<file path="src/rtl/usb_rx_timer.sv">
// usb_rx_timer: receive-side bit/byte timing for the USB full-speed receiver.
// It recovers the bit clock from D+ edges, strobes once per bit at mid-bit,
// drops stuffed bits, and counts received bits, bytes and packet overflow.
//
// Parameters:
//   CLKS_PER_BIT     system clocks per USB bit time (>= 4)
//   SAMPLE_PHASE     phase value at which a bit is sampled
//                    (1 .. CLKS_PER_BIT-2)
// Ports:
//   clk              system clock, rising edge
//   rst              synchronous active-high reset
//   rcving           receive in progress (first SYNC edge .. EOP)
//   d_edge           one-cycle pulse on any transition of synced D+
//   bit_stuff        marks the bit sampled by shift_enable as stuffed
//   max_packet_size  payload byte limit, 0 = unlimited
//   shift_enable     one-cycle mid-bit sample strobe (combinational)
//   byte_received    one-cycle pulse after the 8th real bit of a byte
//   byte_count       bytes in the current/last packet, saturates at 127
//   packet_overflow  sticky: a byte arrived beyond max_packet_size
//   drift_err        sticky: edge seen too close to the sample point
// Optional feature:
//   RX_TIMER_DRIFT_CHECK_EN  builds the drift_err window check; when the
//                            macro is undefined drift_err is tied to 0.

module usb_rx_timer #(
  parameter int CLKS_PER_BIT = 8,
  parameter int SAMPLE_PHASE = 3
) (
  input  logic       clk,
  input  logic       rst,
  input  logic       rcving,
  input  logic       d_edge,
  input  logic       bit_stuff,
  input  logic [6:0] max_packet_size,
  output logic       shift_enable,
  output logic       byte_received,
  output logic [6:0] byte_count,
  output logic       packet_overflow,
  output logic       drift_err
);

  localparam int PW = $clog2(CLKS_PER_BIT);

  localparam logic [PW-1:0] SP   = PW'(SAMPLE_PHASE);
  localparam logic [PW-1:0] LAST = PW'(CLKS_PER_BIT - 1);
  localparam logic [PW-1:0] ONE  = PW'(1);

  localparam logic [6:0] CNT_MAX = 7'd127;

  logic [PW-1:0] phase;
  logic [2:0]    bit_cnt;
  logic          rcving_q;

  logic rise;
  logic take_bit;
  logic byte_done;
  logic size_limited;
  logic at_limit;

  // Start of a new packet: clears the sticky per-packet status.
  assign rise = rcving & ~rcving_q;

  // Strobe is gated by rcving so a fall on the sample cycle drops the bit.
  assign shift_enable = rcving && (phase == SP);

  assign take_bit  = shift_enable & ~bit_stuff;
  assign byte_done = take_bit && (bit_cnt == 3'd7);

  assign size_limited = (max_packet_size != 7'd0);
  assign at_limit     = (byte_count == max_packet_size);

  // Bit-clock recovery: an edge re-centres the phase so the next
  // sample lands SAMPLE_PHASE-1 clocks later, otherwise free-run.
  always_ff @(posedge clk) begin
    if (rst) begin
      phase <= '0;
    end else if (!rcving) begin
      phase <= '0;
    end else if (d_edge) begin
      phase <= ONE;
    end else if (phase == LAST) begin
      phase <= '0;
    end else begin
      phase <= phase + ONE;
    end
  end

  // Bit position within the byte; a partial byte is dropped
  // as soon as rcving goes low.
  always_ff @(posedge clk) begin
    if (rst) begin
      bit_cnt <= 3'd0;
    end else if (!rcving) begin
      bit_cnt <= 3'd0;
    end else if (take_bit) begin
      bit_cnt <= bit_cnt + 3'd1;
    end
  end

  always_ff @(posedge clk) begin
    if (rst) begin
      rcving_q <= 1'b0;
    end else begin
      rcving_q <= rcving;
    end
  end

  always_ff @(posedge clk) begin
    if (rst) begin
      byte_received <= 1'b0;
    end else begin
      byte_received <= byte_done;
    end
  end

  // Packet length survives the end of the packet so the control
  // FSM can read it after EOP.
  always_ff @(posedge clk) begin
    if (rst) begin
      byte_count <= 7'd0;
    end else if (rise) begin
      byte_count <= 7'd0;
    end else if (byte_done && byte_count != CNT_MAX) begin
      byte_count <= byte_count + 7'd1;
    end
  end

  // Compared against the count before this byte is added, so the
  // flag rises with the first byte past the limit.
  always_ff @(posedge clk) begin
    if (rst) begin
      packet_overflow <= 1'b0;
    end else if (rise) begin
      packet_overflow <= 1'b0;
    end else if (byte_done && size_limited && at_limit) begin
      packet_overflow <= 1'b1;
    end
  end

`ifdef RX_TIMER_DRIFT_CHECK_EN
  localparam logic [PW-1:0] WIN_LO = PW'(SAMPLE_PHASE - 1);
  localparam logic [PW-1:0] WIN_SZ = PW'(2);

  logic [PW-1:0] win_dist;
  logic          in_window;

  // Window is SAMPLE_PHASE-1 .. SAMPLE_PHASE+1; the offset form keeps
  // the compare free of a constant lower bound that may be zero.
  assign win_dist  = phase - WIN_LO;
  assign in_window = (win_dist <= WIN_SZ);

  always_ff @(posedge clk) begin
    if (rst) begin
      drift_err <= 1'b0;
    end else if (rise) begin
      drift_err <= 1'b0;
    end else if (rcving && d_edge && in_window) begin
      drift_err <= 1'b1;
    end
  end
`else
  assign drift_err = 1'b0;
`endif

endmodule

</file>
<file path="config.mk">
export PLATFORM = sky130hd
export DESIGN_NAME = usb_rx_timer
export DESIGN_NICKNAME = d
export VERILOG_FILES = /design/src/rtl/usb_rx_timer.sv
export SDC_FILE = /design/constraint.sdc
export NUM_CORES = 1
export LEC_CHECK = 0
export BUFFER_PORTS_ARGS = -buffer_cell sky130_fd_sc_hd__buf_2
export CORE_MARGIN = 2
export CORE_UTILIZATION = 53
export CTS_CLUSTER_SIZE = 40
export DETAILED_ROUTE_END_ITERATION = 6
export PLACE_DENSITY = 0.81
export SLEW_MARGIN = 5
export SYNTH_ARGS = -nofsm -noshare
export SYNTH_HDL_FRONTEND = slang
export SYNTH_SLANG_ARGS = --single-unit
</file>
<file path="constraint.sdc">
create_clock -name clk -period 3.9 [get_ports clk]
set_clock_uncertainty 0.05 [all_clocks]
set_input_delay 0.39 -clock clk [delete_from_list [all_inputs] [get_ports clk]]
set_output_delay 0.39 -clock clk [all_outputs]
set_load 0.02 [all_outputs]
</file>
==> impl_results.md, run 1 <==
- Register bit total from synthesis: 16
- Post-CTS sizing: 0
- Setup_tns: 0 ns
- Share of the yosys chip area belonging to registers: 0.3867
- Slowest-stage cell, CP: dfxtp_1
- Hpwl dp: 1.191 mm
- Antenna viol nets, final: 0
- Cells after synthesis: 85
- Crit path required time: 3.46 ns
- Synth warn: 0
- CP dominant cell by count: ha_1
- Worst EP arrival: 1.35 ns
- Mapped Area: ~830 um^2
- EDFF count, synth: 0
- Crit Path Max Fanout: 3
- Fillers: 134
- Worst Setup Start Kind: register
- Die H: 43.53 um
- Num rows: 14
- Clock Sinks: 16
- Initial antenna violation count: 0
- Vias in the first global route: 604
- DR pass1 iterations: 6
- Die Area: roughly 1900 um^2
- Layout Cells excl Fill: 124
- Top FF cell, synth: dfxtp_1
- Worst Setup End Kind: output port
- Pwr Density: 277.1 nW/um^2
- Max_cap viols: 0
- Vias per cell: between 5 and 6
- Fin. max-slew vios: 0
- Post-synthesis average cell area: 9.745 um^2
- Final min period: 1.794 ns
- Die X: 43.53 um
- Lkg Pwr: 0.5050 nW
- Top area cells in the synthesized netlist: dfxtp_1 39%, xor2_1 13%, ha_1 9.1%
- CTS H-tree lvls: 1
- Register area: 320.3 um^2
- Overall power: 0.2683 mW
- Cell count after placement: about 120
- Grt ovf: 0
- Area Overhead vs Synth: 16.92%
- CTS max path bufs: 2
- Synth top area share: 0.3867
- Most common cell after layout, fill and taps aside: buf_2
- WL/cell: 12.06 um
- Clk pin slew, worst setup/hold paths: 0.09 ns
- Clock root cell: clkbuf_4
- First-pass GRT wire length: 2.484 mm
- Area of the multi-input gates: 489.2 um^2
- Cell chain of the critical path: ha_1 > ha_1 > and2_1 > buf_2
- ANT cells: 0
- Drt total wl: 1.496 mm
- Gr usage total: 0.1721
- Initial DRC Count: 13
- Initial Util: 0.5563
- Hold WC Path Type: in2reg
- DRC Markers: 0
- Bufs and invs on worst path: 1
- Asr flop ratio synth: 0
- Leading area contributor after synthesis: dfxtp_1
- CP max stage delay: between 0.3 and 0.4 ns
- Most frequent cells in the layout: 21 x buf_2, 16 x nor2_1, 16 x dfxtp_1
- RSZ-0062 raised after global routing: false
- Post-synth net total: 103
- Fin. Hold Viols: 0
- Status: finished, final reports clean
- Largest net degree at the start of global routing: 9
- Setup violations, final: 0
- Synth cell types: 27
- Gpl congestion: 0.7377
- Layout cell share with drive strength beyond 1: 0.2778
- Worst VDD drop: 158.4 uV
- CTS buffer count: 3
- Total I/O pin count: 23
- Via Count: 663
- Setup CP Type: reg2out
- R2R Setup Slk: 2.29 ns
- Nets: 128
- Clock Latency Late Sink: 0.28 ns
- CTS tree: built
- Final worst-path cycle share: 0.4600
- Highest Clock Rate: between 0.5 and 0.6 GHz
- IO buf count: 21
- Largest delay contributor family on the critical path: adder cells
- Core region area: 1489 um^2
- # hold bufs at CTS: 0
- Post-CTS Setup Inserts: 0
[cells by family after synthesis]
kind of cell    count (synthesis)  share of synthesized area
xor+xnor                       13                     0.1375
simple gates                   35                     0.2613
fa+ha+maj                       6                    0.09063
compound gates                  7                    0.06043
buf+inv                         4                    0.02266
mux                             3                    0.03626
flops                          16                     0.3867
other cells                     1                   0.004527
[sequential cells by signal, summed over array words and instances (netlist names)]
| register | flops |
|---|---|
| bit_cnt | 3 |
| byte_count | 7 |
| byte_received | 1 |
| packet_overflow | 1 |
| phase | 3 |
| rcving_q | 1 |
[report_power, final]
part	total [mW]	switching, mW	internal, mW
Clock	0.0849	0.0491	0.0358
Combinational	0.0183	0.0101	0.00816
Sequential	0.165	0.000535	0.165
[Yosys cell counts, types with 2 or more instances]
| library cell | instances |
|---|---|
| nor3_1 | 3 |
| mux2i_1 | 3 |
| nor4_1 | 3 |
| xor2_1 | 12 |
| and3_2 | 2 |
| nor2_1 | 16 |
| o211ai_1 | 3 |
| ha_1 | 6 |
| inv_1 | 3 |
| nand2_1 | 2 |
| dfxtp_1 | 16 |
[per-stage QoR]
step	util	hold WS, ns	worst slack [ns]	instance area, um^2
finish	0.6504	0.2331	2.106	968.4
global route	0.6504	0.2314	2.054	968.4
CTS	0.6504	0.2329	2.104	968.4
detailed placement	0.6353	0.4174	2.330	945.9
global placement	0.6353	0.3997	2.381	945.9
floorplan	-	0.4124	2.384	828.3
[path summary, 6_finish.rpt]
| kind | startpoint | endpoint | cells past startpoint |
|---|---|---|---|
| max | phase[0]$_SDFF_PP0_ | shift_enable | 4 |
| min | rst | byte_received$_SDFF_PP0_ | 2 |
| max reg2reg | phase[0]$_SDFF_PP0_ | byte_count[5]$_SDFFE_PP0P_ | 6 |
| min reg2reg | packet_overflow$_SDFFE_PP0P_ | packet_overflow$_SDFFE_PP0P_ | 2 |
[layout make-up]
type / instances / share of cell area
Multi-Input combinational cell: 65 / 0.5052
Tap cell: 16 / 0.02067
Sequential cell: 16 / 0.3307
Inverter: 3 / 0.01163
Clock buffer: 3 / 0.02326
Timing Repair Buffer: 21 / 0.1085
[routing by layer]
metal,GRT usage,vias to the layer above,wire length [um]
met2,0.2896,15,763
li1,-,339,-
met3,0.02500,0,49
met1,0.2196,309,684
met5,0,-,0
met4,0.07273,0,0
(Power assumes the default switching activity.)
==> run 2: changes to the inputs <==
--- a/config.mk
+++ b/config.mk
@@ -7,10 +7,10 @@
 export LEC_CHECK = 0
 export BUFFER_PORTS_ARGS = -buffer_cell sky130_fd_sc_hd__buf_2
 export CORE_MARGIN = 2
-export CORE_UTILIZATION = 53
+export CORE_UTILIZATION = 45
 export CTS_CLUSTER_SIZE = 40
 export DETAILED_ROUTE_END_ITERATION = 6
-export PLACE_DENSITY = 0.81
+export PLACE_DENSITY = 0.73
 export SLEW_MARGIN = 5
 export SYNTH_ARGS = -nofsm -noshare
 export SYNTH_HDL_FRONTEND = slang
==> constraint.sdc (replaced) <==
create_clock -name clk -period 1.55 [get_ports clk]
set_clock_uncertainty 0.05 [all_clocks]
set_input_delay 0.155 -clock clk [delete_from_list [all_inputs] [get_ports clk]]
set_output_delay 0.155 -clock clk [all_outputs]
set_load 0.02 [all_outputs]
==> run 2 against run 1 <==
Against the previous run: total power grew to 2.6 times the previous value; via count up 4.7%; register-to-register slack got worse by 2.2 ns; cell count up 11%; critical path type unchanged; largest cell class unchanged.
==> impl_results.md, run 2 (same netlist as run 1, synthesis figures left out) <==
- Status: finished, final reports clean
- DRC Markers: 0 (unchanged)
- Pwr Density: 652.9 nW/um^2 (+140%)
- Hpwl dp: 1.274 mm (+6.9%)
- Setup_tns: 0 ns (unchanged)
- Clock root cell: clkbuf_4
- Vias in the first global route: 627 (+3.8%)
- Highest Clock Rate: approximately 0.67 GHz
- CTS max path bufs: 2 (unchanged)
- Num rows: 15 (+1)
- Worst Hold Launch: d_edge
- Crit path required time: 1.34 ns (-2.12 ns)
- Worst Setup End Kind: output port
- Fin. max-slew vios: 0 (unchanged)
- Worst EP arrival: 1.29 ns (-0.06 ns)
- Hold EP: phase[1]$_SDFF_PP0_
- Initial DRC Count: 11 (-2)
- Worst Setup Start Kind: register
- Clk pin slew, worst setup/hold paths: 0.09 ns (about the same)
- Register area: 322.8 um^2 (+0.78%)
- Crit Path Max Fanout: 3 (unchanged)
- IO buf count: 21 (unchanged)
- Largest net degree at the start of global routing: 9 (unchanged)
- CTS tree: built
- Clock Latency Late Sink: 0.29 ns (about the same)
- Clock Sinks: 16 (unchanged)
- Most frequent cells in the layout: 20 x buf_2, 16 x nor2_1, 14 x dfxtp_1
- WHS: 0.007899 ns (-0.2252 ns)
- Area of the multi-input gates: 513.0 um^2 (+4.9%)
- Internal power: 0.5273 mW (+150%)
- Post-route cell area: 1049 um^2 (+8.3%)
- Gpl congestion: 0.7529 (+2.1%)
- Clk network pwr share: 0.321 (+0.005)
- Die Area: 2200 um^2 (+16%)
- Total I/O pin count: 23 (unchanged)
- Sequential share of power: 0.607 (-0.008)
- Layout Cells excl Fill: 138 (+11%)
- Layout cell share with drive strength beyond 1: 0.3628 (+0.08505)
- Setup violations, final: 0 (unchanged)
- Die X: 46.90 um (+7.7%)
- Lkg Pwr: 0.5249 nW (+3.9%)
- Max_cap viols: 0 (unchanged)
- Gr usage total: 0.1677 (-0.004401)
- Top flop regs: byte_count (7), bit_cnt (3), phase (3)
- Vias per cell: 5.029 (-5.9%)
- Via Count: 694 (+4.7%)
- Grt ovf: 0 (unchanged)
- Sw Ratio: 0.2298 (+0.007034)
- Fillers: 174 (+30%)
- Final min period: 1.494 ns
- Area Overhead vs Synth: 26.59%
- Drt total wl: 1.707 mm (+14%)
- CTS buffer count: 3 (unchanged)
- RSZ-0062 raised after global routing: false
- Core region area: 1727 um^2 (+16%)
- DR pass1 iterations: 4 (-2)
- First-pass GRT wire length: 2.573 mm (+3.6%)
- Hold Path Stages: 2 (unchanged)
- Final worst-path cycle share: 0.9642
- Fin. Hold Viols: 0 (unchanged)
- Nets: 133 (+3.9%)
- Critical R2R Launch: phase[0]$_SDFF_PP0_
- Hold WC Path Type: in2reg
- Die H: 46.90 um (+7.7%)
- Setup CP Type: reg2out
- Most common cell after layout, fill and taps aside: buf_2
- Register bank with the most flops: byte_count
- Reg2reg path depth: 6 (unchanged)
- Number of flip-flops in the largest register: 7 (unchanged)
- R2R Setup Slk: 0.08 ns (-2.21 ns)
- Switch Pwr: 0.1573 mW (+160%)
- CTS H-tree lvls: 1 (unchanged)
- WL/cell: 12.37 um (+2.5%)
- ANT cells: 0 (unchanged)
- Initial antenna violation count: 0 (unchanged)
- Placed instance area: 987.2 um^2 (+4.4%)
- Antenna viol nets, final: 0 (unchanged)
- Initial Util: 0.4797 (-0.07659)
- Combinational group share of total power: 0.072 (+0.004)
- Worst VDD drop: 470.2 uV (+200%)
- Cell count after placement: 134 (+11%)
- Reg-to-Reg End: byte_count[2]$_SDFFE_PP0P_
-- run 2: critical path: stages (launching register included) --
cell and delay (ns):
dfxtp_2 0.33, ha_2 0.20, ha_4 0.16, and2_1 0.15, buf_4 0.16
-- run 2: layout make-up --
class,instances,share of cell area
multi-input combinational,65,0.4893
tap,25,0.02983
sequential,16,0.3079
clock buffer,3,0.02148
timing repair buffer,26,0.1408
inverter,3,0.01074
-- run 2: through the flow --
step                power [mW]  utilization  worst slack (ns)
finish                  0.6846       0.6072           0.05551
global route            0.7154       0.6072          0.006286
CTS                     0.6918       0.5920           0.01094
detailed placement      0.4720       0.5717           0.01365
floorplan               0.4483            -           0.03422
global placement        0.4699       0.5717           0.06568
-- run 2: worst max-delay path by stage --
stage,from,to,slack [ns],cells after the start
floorplan,byte_count[0]$_SDFFE_PP0P_,byte_count[1]$_SDFFE_PP0P_,0.03,5
global placement,phase[0]$_SDFF_PP0_,byte_count[5]$_SDFFE_PP0P_,0.07,6
detailed placement,phase[0]$_SDFF_PP0_,byte_count[5]$_SDFFE_PP0P_,0.01,6
CTS,phase[0]$_SDFF_PP0_,shift_enable,0.01,4
global route,bit_cnt[0]$_SDFFE_PP0P_,byte_count[2]$_SDFFE_PP0P_,0.006,6
finish,phase[0]$_SDFF_PP0_,shift_enable,0.06,4
-- run 2: repair_timing --
action / CTS / global route
resized for setup: 1 / 8
endpoints found under the setup margin: 2 / 9
hold buffers: 1 / 0
buffers inserted: 0 / 0
pin swaps: 1 / 2
hold endpoints to repair: 1 / 0
-- run 2: layer usage --
layer,routed length (um),track usage,vias to the layer above,part of all wire
met4,27,0.08333,0,0.016
met5,0,0,-,0
met2,847,0.3014,23,0.50
met1,750,0.1929,313,0.44
met3,81,0.02308,5,0.047
li1,-,-,353,-
-- run 2: power by group through the flow --
stage	logic, mW	registers (mW)	clock network (mW)
finish	0.0491	0.416	0.220
global route	0.0553	0.416	0.244
CTS	0.0490	0.415	0.227
detailed placement	0.0471	0.425	0
global placement	0.0451	0.425	0
floorplan	0.0235	0.425	0
==> run 3: changes to the inputs <==
--- a/config.mk
+++ b/config.mk
@@ -10,8 +10,10 @@
 export CORE_UTILIZATION = 45
 export CTS_CLUSTER_SIZE = 40
 export DETAILED_ROUTE_END_ITERATION = 6
+export GPL_ROUTABILITY_DRIVEN = 0
 export PLACE_DENSITY = 0.73
-export SLEW_MARGIN = 5
+export REMOVE_ABC_BUFFERS = 1
+export SLEW_MARGIN = 15
 export SYNTH_ARGS = -nofsm -noshare
 export SYNTH_HDL_FRONTEND = slang
 export SYNTH_SLANG_ARGS = --single-unit
==> run 3 against run 2 <==
Against the previous run: utilization up 1.2 points; largest power group unchanged; critical path type unchanged; sequential power hardly changed; largest cell class unchanged; critical path depth stayed put.
==> impl_results.md, run 3 (same netlist as run 1, synthesis figures left out) <==
- Register bank with the most flops: byte_count
- Reg2reg path depth: 6 (unchanged)
- RSZ-0062 raised after global routing: false
- Crit path required time: 1.34 ns (about the same)
- Fillers: 170 (-2.3%)
- CTS H-tree lvls: 1 (unchanged)
- Worst Setup End Kind: output port
- WHS: 0.2578 ns (+0.2499 ns)
- DRC Markers: 0 (unchanged)
- First-pass GRT wire length: 2.449 mm (-4.8%)
- Hpwl dp: 1.207 mm (-5.3%)
- Hold WC Path Type: in2reg
- Vias per cell: 4.878 (-3.0%)
- Largest net degree at the start of global routing: 10 (+1)
- CTS buffer count: 3 (unchanged)
- Final min period: 1.469 ns (-0.02584 ns)
- Layout cell share with drive strength beyond 1: 0.3509 (-0.01195)
- DR pass1 iterations: 5 (+1)
- Fin. max-slew vios: 0 (unchanged)
- Max layer used: met4
- IO buf count: 21 (unchanged)
- Initial antenna violation count: 0 (unchanged)
- Antenna viol nets, final: 0 (unchanged)
- Clock Latency Late Sink: 0.29 ns (about the same)
- Largest delay contributor family on the critical path: flip-flops
- CP dominant cell by count: ha_4
- Met3 WL: 97 um (+20%)
- Placed instance area: 979.7 um^2 (-0.76%)
- Via Count: 678 (-2.3%)
- Die X: 46.90 um (unchanged)
- Setup violations, final: 0 (unchanged)
- Pwr Density: 694.1 nW/um^2 (+6.3%)
- Wire length on met1: 660 um (-12%)
- Top flop regs: byte_count (7), bit_cnt (3), phase (3)
- Num rows: 15 (unchanged)
- Setup CP Type: reg2out
- Worst Setup Start Kind: register
- WL/cell: 11.10 um (-10%)
- Post-route cell area: 1070 um^2 (+2.0%)
- Area Overhead vs Synth: 29.15%
- Most frequent cells in the layout: 20 x buf_2, 16 x nor2_1, 14 x dfxtp_1
- End of the critical path: shift_enable
- Register area: 322.8 um^2 (unchanged)
- Bufs and invs on worst path: 1 (unchanged)
- Area of the multi-input gates: 518.0 um^2 (+0.98%)
- Initial DRC Count: 5 (-6)
- CP max stage delay: 0.35 ns (+0.02 ns)
- Gr usage total: 0.1647 (-0.003020)
- CTS max path bufs: 2 (unchanged)
- Core region area: 1727 um^2 (unchanged)
- Number of flip-flops in the largest register: 7 (unchanged)
- Setup WS post-layout: 0.08135 ns (+0.02584 ns)
- Worst EP arrival: 1.26 ns (-0.03 ns)
- Reg-to-Reg End: byte_count[1]$_SDFFE_PP0P_
- Clock Sinks: 16 (unchanged)
- Max_cap viols: 0 (unchanged)
- Met2 WL post-DR: 739 um (-13%)
- Most common cell after layout, fill and taps aside: buf_2
- Worst setup path startpoint: phase[0]$_SDFF_PP0_
- Highest Clock Rate: 0.6809 GHz (+1.8%)
- ANT cells: 0 (unchanged)
- Worst VDD drop: 659.7 uV (+40%)
- Clock root cell: clkbuf_4
- Setup_tns: 0 ns (unchanged)
- Critical R2R Launch: bit_cnt[0]$_SDFFE_PP0P_
- Status: finished, final reports clean
- Grt ovf: 0 (unchanged)
- R2R Setup Slk: 0.11 ns (+0.03 ns)
- Clk pin slew, worst setup/hold paths: 0.09 ns (about the same)
- Nets: 133 (unchanged)
- Die H: 46.90 um (unchanged)
- Final worst-path cycle share: 0.9475 (-0.01667)
- Total I/O pin count: 23 (unchanged)
- Initial Util: 0.4797 (unchanged)
- Crit Path Max Fanout: 3 (unchanged)
- CTS tree: built
- Drt total wl: 1.543 mm (-9.6%)
- Lkg Pwr: 0.5309 nW (+1.1%)
- Cell chain of the critical path: ha_4 > ha_4 > and2_1 > buf_4
- Fin. Hold Viols: 0 (unchanged)
- Slowest-stage cell, CP: dfxtp_2
- Stages on worst setup path: 4 (unchanged)
- Die Area: 2200 um^2 (unchanged)
- Vias in the first global route: 630 (+0.48%)
- Dpl ws: 0.008456 ns (-0.005192 ns)
==> run 3: tightest hold or removal path, stage by stage <==
cell and delay, ns:
buf_2 0.10, nor4_1 0.05, a21oi_1 0.11, a31oi_1 0.09, nor2_1 0.07
==> run 3: stage by stage <==
stage | utilization | instances | total power, mW
4_1_cts | 0.6014 | 139 | 0.7488
2_1_floorplan | - | 84 | 0.4463
3_5_place_dp | 0.5674 | 133 | 0.4714
6_report | 0.6196 | 139 | 0.7426
5_1_grt | 0.6196 | 139 | 0.7759
3_3_place_gp | 0.5674 | 133 | 0.4700
==> run 3: cell type report <==
cell class / count / area share
clock buffer: 4 / 0.03392
inverter: 3 / 0.01053
multi-input combinational: 65 / 0.4842
sequential: 16 / 0.3018
tap: 25 / 0.02924
timing repair buffer: 26 / 0.1404
==> run 3: how the worst min path moves through the flow <==
| stage | startpoint | endpoint | slack, ns | cells after the start |
|---|---|---|---|---|
| finish | max_packet_size[6] | packet_overflow$_SDFFE_PP0P_ | 0.26 | 5 |
| CTS | max_packet_size[6] | packet_overflow$_SDFFE_PP0P_ | 0.25 | 5 |
| floorplan | rst | byte_received$_SDFF_PP0_ | 0.18 | 1 |
| global route | bit_stuff | byte_received$_SDFF_PP0_ | 0.27 | 4 |
| detailed placement | rst | byte_received$_SDFF_PP0_ | 0.30 | 2 |
| global placement | rst | byte_received$_SDFF_PP0_ | 0.30 | 2 |
==> run 3: report_power, final <==
| part | switching (mW) | internal (mW) |
|---|---|---|
| Sequential | 0.00230 | 0.414 |
| Clock | 0.132 | 0.143 |
| Combinational | 0.0266 | 0.0245 |
| Total | 0.160 | 0.582 |
==> run 3: timing repair <==
item / CTS / global route
gates resized for setup: 1 / 8
pin swaps: 1 / 4
setup endpoints to repair: 2 / 9
hold buffers: 2 / 0
endpoints found under the hold margin: 3 / 0
setup buffers: 0 / 0
==> run 3: layer usage <==
layer  vias up  global-route usage
li1        352                   -
met3         5             0.03462
met4         0              0.1167
met2        23              0.2959
met1       298              0.1675
met5         -                   0
